==> config.mk <==
export PLATFORM = sky130hd
export DESIGN_NAME = hazard_scoreboard
export DESIGN_NICKNAME = d
export VERILOG_FILES = /design/src/rtl/hazard_scoreboard.sv
export SDC_FILE = /design/constraint.sdc
export NUM_CORES = 1
export LEC_CHECK = 0
export CAP_MARGIN = 10
export CELL_PAD_IN_SITES_DETAIL_PLACEMENT = 0
export CELL_PAD_IN_SITES_GLOBAL_PLACEMENT = 1
export CORE_ASPECT_RATIO = 1.1
export CORE_MARGIN = 3
export CORE_UTILIZATION = 37
export DETAILED_ROUTE_END_ITERATION = 12
export PLACE_DENSITY = 0.82
export SLEW_MARGIN = 5
export SYNTH_ARGS = -nofsm -noshare
export SYNTH_HDL_FRONTEND = slang
export SYNTH_SLANG_ARGS = --single-unit
==> constraint.sdc <==
create_clock -name clk -period 3.8 [get_ports clk]
set_input_delay 0.76 -clock clk [delete_from_list [all_inputs] [get_ports clk]]
set_output_delay 0.76 -clock clk [all_outputs]
set_load 0.005 [all_outputs]
==> src/rtl/hazard_scoreboard.sv <==
// Destination-tag scoreboard for the EXE/MEM/WB stages: drives bypass tags,
// raises decode stalls for hazards the bypass network cannot cover.
module hazard_scoreboard #(
  parameter int REG_AW   = 4,
  parameter int NUM_REGS = 16,
  parameter int CNT_W    = 16
) (
  input  logic                clk,
  input  logic                rst_n,
  input  logic                forward_enb,
  input  logic                id_valid,
  input  logic [REG_AW-1:0]   id_src1,
  input  logic [REG_AW-1:0]   id_src2,
  input  logic                id_two_src,
  input  logic [REG_AW-1:0]   id_dest,
  input  logic                id_wb_en,
  input  logic                id_mem_read,
  input  logic                flush,
  input  logic                sram_ready,
  output logic                hazard_stall,
  output logic                freeze,
  output logic [REG_AW-1:0]   exe_dest,
  output logic                exe_wb_en,
  output logic [REG_AW-1:0]   mem_dest,
  output logic                mem_wb_en,
  output logic [REG_AW-1:0]   wb_dest,
  output logic                wb_wb_en,
  output logic [NUM_REGS-1:0] busy_mask,
  output logic [CNT_W-1:0]    stall_cnt
);

  logic              exe_valid_q, exe_valid_d;
  logic [REG_AW-1:0] exe_dest_q, exe_dest_d;
  logic              exe_wb_en_q, exe_wb_en_d;
  logic              exe_mem_read_q, exe_mem_read_d;
  logic              mem_valid_q, mem_valid_d;
  logic [REG_AW-1:0] mem_dest_q, mem_dest_d;
  logic              mem_wb_en_q, mem_wb_en_d;
  logic              wb_valid_q, wb_valid_d;
  logic [REG_AW-1:0] wb_dest_q, wb_dest_d;
  logic              wb_wb_en_q, wb_wb_en_d;
  logic [CNT_W-1:0]  stall_cnt_q, stall_cnt_d;

  logic exe_hit;
  logic mem_hit;
  logic id_bubble;

  function automatic logic src_match(input logic              idv,
                                     input logic              st_valid,
                                     input logic              st_wb_en,
                                     input logic [REG_AW-1:0] st_dest,
                                     input logic [REG_AW-1:0] src);
    return idv & st_valid & st_wb_en & (st_dest == src);
  endfunction

  assign freeze = ~sram_ready;

  always_comb begin
    exe_hit = src_match(id_valid, exe_valid_q, exe_wb_en_q, exe_dest_q, id_src1) |
              (id_two_src & src_match(id_valid, exe_valid_q, exe_wb_en_q, exe_dest_q, id_src2));
    mem_hit = src_match(id_valid, mem_valid_q, mem_wb_en_q, mem_dest_q, id_src1) |
              (id_two_src & src_match(id_valid, mem_valid_q, mem_wb_en_q, mem_dest_q, id_src2));
    // With bypass only a load still in EXE is uncoverable; WB never stalls.
    if (forward_enb) hazard_stall = exe_hit & exe_mem_read_q;
    else             hazard_stall = exe_hit | mem_hit;
    id_bubble = hazard_stall | flush | ~id_valid;
  end

  always_comb begin
    exe_valid_d    = exe_valid_q;
    exe_dest_d     = exe_dest_q;
    exe_wb_en_d    = exe_wb_en_q;
    exe_mem_read_d = exe_mem_read_q;
    mem_valid_d    = mem_valid_q;
    mem_dest_d     = mem_dest_q;
    mem_wb_en_d    = mem_wb_en_q;
    wb_valid_d     = wb_valid_q;
    wb_dest_d      = wb_dest_q;
    wb_wb_en_d     = wb_wb_en_q;
    stall_cnt_d    = stall_cnt_q;
    if (!freeze) begin
      wb_valid_d  = mem_valid_q;
      wb_dest_d   = mem_dest_q;
      wb_wb_en_d  = mem_wb_en_q;
      mem_valid_d = exe_valid_q;
      mem_dest_d  = exe_dest_q;
      mem_wb_en_d = exe_wb_en_q;
      if (id_bubble) begin
        exe_valid_d    = 1'b0;
        exe_dest_d     = '0;
        exe_wb_en_d    = 1'b0;
        exe_mem_read_d = 1'b0;
      end else begin
        exe_valid_d    = 1'b1;
        exe_dest_d     = id_dest;
        exe_wb_en_d    = id_wb_en;
        exe_mem_read_d = id_mem_read;
      end
      if (hazard_stall && !(&stall_cnt_q)) stall_cnt_d = stall_cnt_q + CNT_W'(1);
    end
  end

  always_ff @(posedge clk or negedge rst_n) begin
    if (!rst_n) begin
      exe_valid_q    <= 1'b0;
      exe_dest_q     <= '0;
      exe_wb_en_q    <= 1'b0;
      exe_mem_read_q <= 1'b0;
      mem_valid_q    <= 1'b0;
      mem_dest_q     <= '0;
      mem_wb_en_q    <= 1'b0;
      wb_valid_q     <= 1'b0;
      wb_dest_q      <= '0;
      wb_wb_en_q     <= 1'b0;
      stall_cnt_q    <= '0;
    end else begin
      exe_valid_q    <= exe_valid_d;
      exe_dest_q     <= exe_dest_d;
      exe_wb_en_q    <= exe_wb_en_d;
      exe_mem_read_q <= exe_mem_read_d;
      mem_valid_q    <= mem_valid_d;
      mem_dest_q     <= mem_dest_d;
      mem_wb_en_q    <= mem_wb_en_d;
      wb_valid_q     <= wb_valid_d;
      wb_dest_q      <= wb_dest_d;
      wb_wb_en_q     <= wb_wb_en_d;
      stall_cnt_q    <= stall_cnt_d;
    end
  end

  always_comb begin
    exe_wb_en = exe_valid_q & exe_wb_en_q;
    mem_wb_en = mem_valid_q & mem_wb_en_q;
    wb_wb_en  = wb_valid_q & wb_wb_en_q;
    exe_dest  = exe_valid_q ? exe_dest_q : '0;
    mem_dest  = mem_valid_q ? mem_dest_q : '0;
    wb_dest   = wb_valid_q ? wb_dest_q : '0;
    busy_mask = '0;
    if (exe_wb_en) busy_mask[exe_dest_q] = 1'b1;
    if (mem_wb_en) busy_mask[mem_dest_q] = 1'b1;
    stall_cnt = stall_cnt_q;
  end

endmodule

==> impl_table.tex <==
\begin{tabular}{lr}
\hline
Metric & Value \\
\hline
\multicolumn{2}{l}{\textbf{Synth}} \\
Number of synthesis warnings & 0 \\
Cell taking the most area after synthesis & dfrtp\_1 \\
Dominant cell by count in the synthesized netlist & dfrtp\_1 \\
Synth Net Count & 226 \\
Sequential-to-total area share from yosys stat & 0.4237 \\
Synth Register Bits & 35 \\
Number of instances in the synthesized netlist & 204 \\
Library cells used by synthesis & 37 \\
Most numerous cell types in the synthesized netlist & 35 x dfrtp\_1, 21 x xor2\_1, 17 x nand2\_1 \\
FFs w/ async S/R, synth & 1.000 \\
Main area contributors after synthesis & dfrtp\_1 42\%, xor2\_1 8.9\%, mux2\_2 6.5\% \\
Count of flip-flops with a built-in enable after synthesis & 0 \\
Area share of the largest cell type after synthesis & 0.4237 \\
Post-synthesis instance area & 2067 sq um \\
Primary flip-flop cell chosen by synthesis mapping & dfrtp\_1 \\
Post-Syn Area per Cell & 10.13 sq um \\
\multicolumn{2}{l}{\textbf{Finish}} \\
NumNets Final & 293 \\
Register Area & 875.8 sq um \\
Footprint of the multi-input gates & 1084 sq um \\
Diode count & 0 \\
Layout cell share with drive strength beyond 1 & 0.1181 \\
Filler cell count in the final layout & 502 \\
Final Instance Count excl. Fillers & 343 \\
Layout-stage area growth over the synthesis result & 39.16\% \\
\multicolumn{2}{l}{\textbf{Setup path}} \\
Nature of the critical path startpoint & input port \\
Critical path's most frequent cell & clkdlybuf4s50\_1 \\
Critical path start-end classification & input port to primary output \\
Critical Path Slowest Stage Cell & clkdlybuf4s50\_1 \\
Critical path peak fanout & 2 \\
Critical path endpoint category & primary output \\
Largest stage delay on the critical path & 490 ps \\
Crit path cell chain & clkdlybuf4s50\_1 > xor2\_1 > nor4\_1 > o2bb2ai\_1 > a21oi\_2 > inv\_1 > clkdlybuf4s50\_1 \\
Required time worst endpoint & 3040 ps \\
Data arrival at the endpoint of the critical path & 2510 ps \\
\multicolumn{2}{l}{\textbf{Floorplan}} \\
Floorplan Core Area & 5202 sq um \\
Die ar. & 6520 sq um \\
Die W & $\sim$77 um \\
Initial Util & 0.3973 \\
Die outline height & about 84 um \\
Total I/O pin count & 70 \\
Standard-cell row count & 27 \\
\multicolumn{2}{l}{\textbf{Route}} \\
Top layer in use & met4 \\
Vias & 1734 \\
\# DRC & 0 \\
Met3 wire len & 348 um \\
Length of the first detailed-routing pass in iterations & 4 \\
Met1 wire length & 2365 um \\
Avg WL per Cell & 15.04 um \\
Total length of routed met2 wires & approximately 2400 um \\
Post-detailed-route count of antenna-violating nets & 0 \\
Routed vias/inst & 5.055 \\
Detailed router's first-iteration violation count & 61 \\
Total wirelength of the detailed-routed design & 5159 um \\
\multicolumn{2}{l}{\textbf{GRT}} \\
First-pass GRT wire length & 8970 um \\
Maximum number of pins on one net before global-route repair & 36 \\
Aggregate global routing overflow & 0 \\
Via count of the first global-routing pass & 1798 \\
Overall global routing resource usage & 0.1686 \\
Initial antenna violation count & 0 \\
\multicolumn{2}{l}{\textbf{Clock tree}} \\
Number of H-tree branching levels & 2 \\
CTS root buffer & clkbuf\_8 \\
Skew-Pair Late Insertion Delay & 290 ps \\
Setup repair bufs after CTS & 0 \\
Clock tree from TritonCTS & done \\
Number of buffers created by CTS & 5 \\
Number of gates resized after CTS & 0 \\
Number of hold-repair buffers added at the cts stage & 0 \\
Count of clock tree sinks & 35 \\
Clock transition at the registers of the reported paths & about 70 ps \\
Largest buffer count on any clock path & 2 \\
\multicolumn{2}{l}{\textbf{Power}} \\
Worst VDD drop & 0.1403 mV \\
Pleak & 1.263 nW \\
PnR Total Power & about 0.00080 W \\
Power per Cell Area & 277.2 nW/um\^{}2 \\
\multicolumn{2}{l}{\textbf{Placed design}} \\
Placed cell count & $\sim$340 \\
Hpwl dp & 3834 um \\
Routability cong. & 0.8955 \\
PortBufs & 69 \\
\multicolumn{2}{l}{\textbf{STA}} \\
Sum Neg Setup Slack & 0 ps \\
Max Fclk & 306.3 MHz \\
Transition at the pin with the smallest max-transition slack & $\sim$760 ps \\
Tmin final & 3265 ps \\
Setup repair after global routing missed its margin & false \\
Relative slew margins & 0.4960 \\
Max-slew violations & 0 \\
Total setup violations reported at the end of the flow & 0 \\
Number of failing hold endpoints at the final stage & 0 \\
Max Clock Skew & 6.193 ps \\
Period utilisation layout & 0.8592 \\
\multicolumn{2}{l}{\textbf{Flow run}} \\
Maxcap violations & 0 \\
\multicolumn{2}{l}{\textbf{Status}} \\
Outcome & finished clean \\
\multicolumn{2}{l}{\textbf{Worst hold path}} \\
Kind of path behind the tightest hold check & flop to flop \\
\hline
\end{tabular}
critical path: cells and delay by family:
family	cells	cell delay (ps)
buffers and inverters	3	1010
AND/OR/NAND/NOR	1	330
AO/OA/AOI/OAI	2	240
XOR/XNOR	1	160
routing by layer:
metal,vias to the layer above,track usage
li1,847,-
met5,-,0
met3,7,0.05043
met4,0,0.05016
met2,57,0.2718
met1,823,0.2181
final timing paths:
kind | from | endpoint | slack [ps] | depth (start not counted)
max | id_src1[2] | hazard_stall | 530 | 7
min | stall_cnt[6]$_DFFE_PN0P_ | stall_cnt[6]$_DFFE_PN0P_ | 500 | 1
max reg2reg | stall_cnt[0]$_DFFE_PN0P_ | stall_cnt[1]$_DFFE_PN0P_ | 1400 | 7
min reg2reg | stall_cnt[6]$_DFFE_PN0P_ | stall_cnt[6]$_DFFE_PN0P_ | 500 | 1
max in group asynchronous | rst_n | stall_cnt[12]$_DFFE_PN0P_ | 2590 | 2
min in group asynchronous | rst_n | stall_cnt[11]$_DFFE_PN0P_ | 880 | 2
per-stage QoR:
| stage | worst slack (ps) | hold slack, ps | utilization | cell area, sq um |
|---|---|---|---|---|
| 2_1_floorplan | 1412 | 464.4 | - | 2067 |
| 3_3_place_gp | 530.1 | 484.5 | 0.5361 | 2789 |
| 3_5_place_dp | 535.6 | 486.5 | 0.5361 | 2789 |
| 4_1_cts | 524.5 | 498.5 | 0.5529 | 2877 |
| 5_1_grt | 441.9 | 531.8 | 0.5529 | 2877 |
| 6_report | 534.9 | 495.7 | 0.5529 | 2877 |
sequential cells by signal, summed over array words and instances (netlist names):
register / flops
exe_mem_read_q: 1
wb_wb_en_q: 1
mem_dest_q: 4
stall_cnt: 16
exe_valid_q: 1
wb_dest_q: 4
mem_valid_q: 1
mem_wb_en_q: 1
exe_dest_q: 4
wb_valid_q: 1
exe_wb_en_q: 1
power by group:
part	total (W)	switching (W)	internal (W)	leakage, nW
Sequential	0.000416	0.0000271	0.000389	0.473
Combinational	0.000110	0.0000460	0.0000640	0.743
Clock	0.000271	0.000129	0.000142	0.0470
Total	0.000797	0.000202	0.000595	1.26
cells by family after synthesis:
| group | Yosys count | share of synthesized area |
|---|---|---|
| flip-flops | 35 | 0.4237 |
| AND/OR/NAND/NOR | 77 | 0.2185 |
| XOR/XNOR | 31 | 0.1314 |
| adder cells (fa/ha/maj) | 1 | 0.006052 |
| AO/OA/AOI/OAI | 29 | 0.1029 |
| multiplexers | 12 | 0.06538 |
| buffers and inverters | 19 | 0.05205 |
layout make-up:
cell class,count,share of cell area
Clock inverter,1,0.001740
Tap cell,72,0.03132
Timing Repair Buffer,72,0.2479
Clock buffer,6,0.02871
Sequential cell,35,0.3045
Multi-Input combinational cell,150,0.3767
Inverter,7,0.009134
placed cells by master, fill, tap and decap left out, drive strengths merged, types with 2 or more instances in the layout:
master / Yosys / routed
or2: 2 / 2
nor3: 7 / 7
nor2: 7 / 7
clkinv: 1 / 2
nand2: 17 / 17
nand2b: 3 / 3
nand3: 10 / 10
o22ai: 16 / 16
clkdlybuf4s50: 0 / 69
a22o: 6 / 6
xnor2: 10 / 10
xor2: 21 / 21
buf: 10 / 3
o21ai: 3 / 3
clkbuf: 2 / 6
and2: 13 / 13
or3: 2 / 2
and4b: 2 / 2
nor4: 6 / 6
nand4: 4 / 4
dfrtp: 35 / 35
mux2: 12 / 12
inv: 6 / 6
(Power assumes the default switching activity.)
